$ cat src/rtl/sha1_ctrl_if.sv
// sha1_ctrl_if: host/datapath handshake bundle for the SHA-1 controller (SHA1_CTRL_PERF_CNT_EN adds perf counters)
interface sha1_ctrl_if;
  logic        process_i;
  logic        init_i;
  logic        digestack_i;
  logic        ready_o;
  logic        init_o;
  logic        load_o;
  logic        round_en_o;
  logic [6:0]  round_o;
  logic [31:0] kconst_o;
  logic [1:0]  func_sel_o;
  logic        w_expand_o;
  logic        update_o;
  logic        digestvalid_o;
  logic        busy_o;
  logic        error_o;
`ifdef SHA1_CTRL_PERF_CNT_EN
  logic [31:0] blocks_o;
  logic [31:0] cycles_o;
`endif
  modport slave (
    input  process_i, init_i, digestack_i,
    output ready_o, init_o, load_o, round_en_o, round_o, kconst_o, func_sel_o,
           w_expand_o, update_o, digestvalid_o, busy_o, error_o
`ifdef SHA1_CTRL_PERF_CNT_EN
    , output blocks_o, cycles_o
`endif
  );
  modport master (
    output process_i, init_i, digestack_i,
    input  ready_o, init_o, load_o, round_en_o, round_o, kconst_o, func_sel_o,
           w_expand_o, update_o, digestvalid_o, busy_o, error_o
`ifdef SHA1_CTRL_PERF_CNT_EN
    , input blocks_o, cycles_o
`endif
  );
endinterface

$ cat src/rtl/sha1_ctrl.sv
// sha1_ctrl: SHA-1 compression sequencer (LOAD/ROUND/UPDATE/DONE); SHA1_CTRL_PERF_CNT_EN adds block/cycle counters
module sha1_ctrl #(
  parameter int RoundsPerCycle = 1,
  localparam int NumCycles = 80 / RoundsPerCycle
) (
  input logic       clk_i,
  input logic       rst_i,
  sha1_ctrl_if.slave bus
);
  if (!(RoundsPerCycle == 1 || RoundsPerCycle == 2 || RoundsPerCycle == 4)) begin : g_bad_rpc
    $error("sha1_ctrl: RoundsPerCycle must be 1, 2 or 4");
  end
  localparam logic [6:0] Step = 7'(RoundsPerCycle);
  localparam logic [6:0] Last = 7'(RoundsPerCycle * (NumCycles - 1));
  typedef enum logic [2:0] {IDLE, LOAD, ROUND, UPDATE, DONE} state_e;
  state_e     state_q, state_d;
  logic [6:0] round_q, round_d;
  logic       init_q, init_d;
  logic       error_q, error_d;
  logic       busy, accept, last;
  // next state: a start is accepted only when idle or holding a digest
  always_comb begin
    busy = state_q == LOAD || state_q == ROUND || state_q == UPDATE;
    accept = bus.process_i && (state_q == IDLE || state_q == DONE);
    last = round_q == Last;
    state_d = state_q;
    round_d = round_q;
    init_d = accept ? bus.init_i : init_q;
    error_d = bus.process_i && busy;
    case (state_q)
      IDLE:    state_d = accept ? LOAD : IDLE;
      LOAD:    state_d = ROUND;
      ROUND: begin
        state_d = last ? UPDATE : ROUND;
        round_d = last ? 7'd0 : round_q + Step;
      end
      UPDATE:  state_d = DONE;
      DONE:    state_d = accept ? LOAD : bus.digestack_i ? IDLE : DONE;
      default: state_d = IDLE;
    endcase
  end
  // state, round counter, latched init flag and rejected-start pulse
  always_ff @(posedge clk_i or posedge rst_i) begin
    if (rst_i) begin
      state_q <= IDLE;
      round_q <= '0;
      init_q  <= 1'b0;
      error_q <= 1'b0;
    end else begin
      state_q <= state_d;
      round_q <= round_d;
      init_q  <= init_d;
      error_q <= error_d;
    end
  end
  // strobes and round decode; K and function are zero outside ROUND
  always_comb begin
    bus.ready_o       = state_q == IDLE || state_q == DONE;
    bus.init_o        = state_q == LOAD && init_q;
    bus.load_o        = state_q == LOAD;
    bus.round_en_o    = state_q == ROUND;
    bus.round_o       = bus.round_en_o ? round_q : 7'd0;
    bus.kconst_o      = !bus.round_en_o ? 32'h0 :
                        round_q < 7'd20 ? 32'h5A827999 :
                        round_q < 7'd40 ? 32'h6ED9EBA1 :
                        round_q < 7'd60 ? 32'h8F1BBCDC : 32'hCA62C1D6;
    bus.func_sel_o    = !bus.round_en_o ? 2'd0 :
                        round_q < 7'd20 ? 2'd0 :
                        round_q < 7'd40 ? 2'd1 :
                        round_q < 7'd60 ? 2'd2 : 2'd3;
    bus.w_expand_o    = bus.round_en_o && round_q >= 7'd16;
    bus.update_o      = state_q == UPDATE;
    bus.digestvalid_o = state_q == DONE;
    bus.busy_o        = busy;
    bus.error_o       = error_q;
  end
`ifdef SHA1_CTRL_PERF_CNT_EN
  logic [31:0] blocks_q, blocks_d, cycles_q, cycles_d;
  logic        clr;
  // a new message (accepted start with init) restarts both counters
  always_comb begin
    clr = accept && bus.init_i;
    blocks_d = clr ? 32'd0 : blocks_q + {31'd0, state_q == UPDATE};
    cycles_d = clr ? 32'd0 : cycles_q + {31'd0, busy};
  end
  // performance counter registers
  always_ff @(posedge clk_i or posedge rst_i) begin
    if (rst_i) begin
      blocks_q <= '0;
      cycles_q <= '0;
    end else begin
      blocks_q <= blocks_d;
      cycles_q <= cycles_d;
    end
  end
  assign bus.blocks_o = blocks_q;
  assign bus.cycles_o = cycles_q;
`endif
endmodule

$ cat src/flat_wrapper.sv
// flat-port wrapper written by rule: the top's interface ports become plain ports
module sha1_ctrl_flat 
#(
  parameter int RoundsPerCycle = 1,
  localparam int NumCycles = 80 / RoundsPerCycle
)
  (clk_i, rst_i, bus_process_i, bus_init_i, bus_digestack_i, bus_ready_o, bus_init_o, bus_load_o, bus_round_en_o, bus_round_o, bus_kconst_o, bus_func_sel_o, bus_w_expand_o, bus_update_o, bus_digestvalid_o, bus_busy_o, bus_error_o);
  sha1_ctrl_if bus_i ();
  input logic clk_i;
  input logic rst_i;
  input wire logic [$bits(bus_i.process_i)-1:0] bus_process_i;
  input wire logic [$bits(bus_i.init_i)-1:0] bus_init_i;
  input wire logic [$bits(bus_i.digestack_i)-1:0] bus_digestack_i;
  output wire logic [$bits(bus_i.ready_o)-1:0] bus_ready_o;
  output wire logic [$bits(bus_i.init_o)-1:0] bus_init_o;
  output wire logic [$bits(bus_i.load_o)-1:0] bus_load_o;
  output wire logic [$bits(bus_i.round_en_o)-1:0] bus_round_en_o;
  output wire logic [$bits(bus_i.round_o)-1:0] bus_round_o;
  output wire logic [$bits(bus_i.kconst_o)-1:0] bus_kconst_o;
  output wire logic [$bits(bus_i.func_sel_o)-1:0] bus_func_sel_o;
  output wire logic [$bits(bus_i.w_expand_o)-1:0] bus_w_expand_o;
  output wire logic [$bits(bus_i.update_o)-1:0] bus_update_o;
  output wire logic [$bits(bus_i.digestvalid_o)-1:0] bus_digestvalid_o;
  output wire logic [$bits(bus_i.busy_o)-1:0] bus_busy_o;
  output wire logic [$bits(bus_i.error_o)-1:0] bus_error_o;
  assign bus_i.process_i = bus_process_i;
  assign bus_i.init_i = bus_init_i;
  assign bus_i.digestack_i = bus_digestack_i;
  assign bus_ready_o = bus_i.ready_o;
  assign bus_init_o = bus_i.init_o;
  assign bus_load_o = bus_i.load_o;
  assign bus_round_en_o = bus_i.round_en_o;
  assign bus_round_o = bus_i.round_o;
  assign bus_kconst_o = bus_i.kconst_o;
  assign bus_func_sel_o = bus_i.func_sel_o;
  assign bus_w_expand_o = bus_i.w_expand_o;
  assign bus_update_o = bus_i.update_o;
  assign bus_digestvalid_o = bus_i.digestvalid_o;
  assign bus_busy_o = bus_i.busy_o;
  assign bus_error_o = bus_i.error_o;
  sha1_ctrl #(.RoundsPerCycle(RoundsPerCycle)) u_core (.clk_i(clk_i), .rst_i(rst_i), .bus(bus_i));
endmodule
$ cat config.mk
export PLATFORM = sky130hd
export DESIGN_NAME = sha1_ctrl_flat
export DESIGN_NICKNAME = d
export VERILOG_FILES = /design/src/rtl/sha1_ctrl_if.sv /design/src/rtl/sha1_ctrl.sv /design/src/flat_wrapper.sv
export SDC_FILE = /design/constraint.sdc
export NUM_CORES = 1
export LEC_CHECK = 0
export ABC_AREA = 0
export CAP_MARGIN = 15
export CORE_MARGIN = 10
export CORE_UTILIZATION = 41
export CTS_CLUSTER_SIZE = 40
export DETAILED_ROUTE_END_ITERATION = 6
export HOLD_SLACK_MARGIN = 0.03
export PLACE_DENSITY = 0.86
export SLEW_MARGIN = 30
export SYNTH_ARGS = -nofsm -noshare
export SYNTH_HDL_FRONTEND = slang
export SYNTH_SLANG_ARGS = --single-unit
$ cat constraint.sdc
create_clock -name clk_i -period 3.4 [get_ports clk_i]
set_input_delay 0.68 -clock clk_i [delete_from_list [all_inputs] [get_ports clk_i]]
set_output_delay 0.68 -clock clk_i [all_outputs]
set_load 0.02 [all_outputs]
==> flow_metrics.tcl <==
set metrics [dict create \
    max_stage_delay_ns 0.69 \
    p_seq_share_pct 59.6 \
    critPathLaunchType "register" \
    drt-initial-drc-count 24 \
    yosysTopAreaCellShare_pct 29.85 \
    p_leak_nw 0.5938 \
    grt_max_degree 20 \
    cts_setup_buffers 0 \
    path_buf_inv 2 \
    synth_nets 132 \
    fin_tns_setup_ns 0 \
    cpMaxStageDelayCell "clkdlybuf4s50_1" \
    finalHoldViolCount 0 \
    finalPower_w 0.0002405 \
    crit_fanout 18 \
    gp_congestion 0.7562 \
    h-tree-depth 1 \
    timing.rr.end "u_core.round_q[3]" \
    final_net_count 161 \
    holdCritStartpoint "u_core.init_q" \
    ys_top_cells_by_count "buf_4 (21), nor2_1 (13), dfrtp_1 (12)" \
    io_pins 55 \
    fin_crit_sh_pct 92.29 \
    yosysSeqAreaShare_pct 29.85 \
    routed.top_layer "met4" \
    clock_latency_ns 0.27 \
    fillers 209 \
    async_flop_share_pct 100.0 \
    comb_power_share_pct 4.8 \
    cts_buffers 3 \
    synth.most_common_cell "buf_4" \
    ys_ff_latch 12 \
    io_buffers 53 \
    cts.sinks 12 \
    yosys.area.top_type "dfrtp_1" \
    arrival_ns 2.46 \
    core_area_um2 2276 \
    fin_worst_skew_ns 0.001276 \
    wl_met2_mm 1.642 \
    start_util_pct 44.20 \
    cts-root-buf "clkbuf_4" \
    path_class "register to output port" \
    hold_end "u_core.init_q" \
    synth_area_leaders "dfrtp_1 (30%), buf_4 (16%), nor2_1 (4.9%), and2_1 (4.4%), o21ai_0 (3.5%)" \
    crit_path_end_kind "output port" \
    cp_top_family "buffers and inverters" \
    wire_per_inst_um 16.07 \
    hold_class "register to register" \
    drc 0 \
    grt_use_total_pct 11.92 \
    drive_above_1_share_pct 5.921 \
    yosys_warnings 0 \
    setup_viol 0 \
    grt_pass1_vias 915 \
    switching_share_pct 21.05 \
    path_clk_slew_ns 0.07 \
    grt_antenna_before_repair 0 \
    slew_violations 0 \
    dieWidth_um 69.54 \
    dr_wl_met3_um 181 \
    synth_cells 125 \
    grt-ovfl-total 0 \
    cts_tree "built" \
    ant_nets 0 \
    hpwl_mm 2.338 \
    whs_path_depth 1 \
    ys_dominant_reg_cell "dfrtp_1" \
    drt-pass1-iter-count 4 \
    min_period_ns 3.138 \
    core.rowCount 17 \
    worstPathRequired_ns 2.72 \
    reg2reg_from "u_core.state_q[2]" \
    path_cells "or3b_1 -> buf_4 -> nor4_1 -> clkdlybuf4s50_1" \
    via_count 944 \
    synth_cell_types 40 \
    p_int_w 0.0001899 \
    die_area_um2 4835 \
    avgSynthCellArea_um2 8.048 \
    antenna_cells 0 \
    max_freq_mhz 318.7 \
    relSlewSlack_pct 64.47 \
    status "finished clean" \
    synth-edff-count 0 \
    clockBufferDepth 2 \
    rr_worst_depth 5 \
    ctsResizeCount 0 \
    drt_wl_total_mm 2.892 \
    cts_hold_buf 0 \
    grt_first_pass_wirelength_mm 4.850 \
    synthesis.area_um2 1006 \
    powerDensity_nw_per_um2 171.8 \
    wl_met1_mm 1.020 \
    reg2reg_slack_ns 1.47 \
    p_clk_share_pct 35.6 \
    viasPerCell 5.244 \
    p_sw_w 0.00005062 \
    rsz0062_at_grt "false" \
    ir_drop_uv 252.7 \
    die_h_um 69.54 \
    synthToLayoutAreaGrowth_pct 39.18 \
    tightestPinTransition_ns 0.5330 \
    cap_violations 0 \
]
==> per-stage QoR <==
stage	cell area [um2]	utilization [%]	hold WS [ns]	worst slack [ns]	instances
6_report	1400	61.52	0.5051	0.2623	180
5_1_grt	1400	61.52	0.5235	0.1140	180
3_3_place_gp	1378	60.53	0.4783	0.5827	177
3_5_place_dp	1378	60.53	0.4911	0.5492	177
2_1_floorplan	1006	-	0.4704	0.5639	125
4_1_cts	1400	61.52	0.5072	0.2453	180
==> final cells by class <==
type | instances | area [um2] | area share [%]
Tap cell | 28 | 35.03 | 2.502
Multi-Input combinational cell | 78 | 485.5 | 34.67
Sequential cell | 12 | 300.3 | 21.45
Inverter | 5 | 18.77 | 1.340
Timing Repair Buffer | 54 | 538.0 | 38.43
Clock buffer | 3 | 22.52 | 1.609
==> worst max path at each step <==
stage               depth (start not counted)  slack, ns               end              start
finish                                      4       0.26  bus_kconst_o[24]  u_core.state_q[2]
global route                                4       0.11  bus_kconst_o[24]  u_core.state_q[2]
detailed placement                          4       0.55  bus_kconst_o[24]  u_core.state_q[2]
CTS                                         4       0.25  bus_kconst_o[24]  u_core.state_q[2]
floorplan                                   5       0.56  bus_kconst_o[19]  u_core.state_q[2]
global placement                            4       0.58  bus_kconst_o[10]  u_core.state_q[2]
==> cells by family (layout without fill, tap and decap cells) <==
| logic type | after synthesis | after routing | synth area share (%) |
|---|---|---|---|
| AND/OR/NAND/NOR | 47 | 47 | 25.37 |
| AO/OA/AOI/OAI | 24 | 24 | 16.29 |
| buffers and inverters | 35 | 62 | 21.89 |
| other | 1 | 1 | 0.3728 |
| flip-flops | 12 | 12 | 29.85 |
| multiplexers | 1 | 1 | 1.119 |
| adder cells (fa/ha/maj) | 2 | 2 | 2.487 |
| XOR/XNOR | 3 | 3 | 2.612 |
==> registers in the layout, summed over array words and instances, names as in the netlist <==
signal / count
u_core.init_q: 1
u_core.state_q: 3
u_core.bus.error_o: 1
u_core.round_q: 7
==> cells in the final DEF (no fill, tap or decap), types with 2 or more instances in the layout <==
master	n
nor2_1	13
and3_1	2
nor3b_1	3
a21oi_1	4
o21ai_0	7
xnor2_1	3
clkdlybuf4s50_1	53
nor4_1	3
o21a_1	3
dfrtp_1	12
nand2_1	6
and2_1	7
o211ai_1	2
clkbuf_4	3
inv_1	4
nor3_1	4
ha_1	2
==> metal layers <==
layer	GRT usage [%]	vias up
met5	0	-
met4	4.656	0
met3	3.424	4
met2	22.88	24
met1	11.47	457
li1	-	459
==> power by group through the flow <==
| stage | logic (W) | registers (W) | clock network, W |
|---|---|---|---|
| finish | 0.0000116 | 0.000143 | 0.0000855 |
| CTS | 0.0000118 | 0.000143 | 0.0000886 |
| floorplan | 0.00000469 | 0.000147 | 0 |
| global placement | 0.0000113 | 0.000146 | 0 |
| global route | 0.0000127 | 0.000143 | 0.0000940 |
| detailed placement | 0.0000118 | 0.000146 | 0 |
No activity file was read; power rests on OpenSTA's default activity.
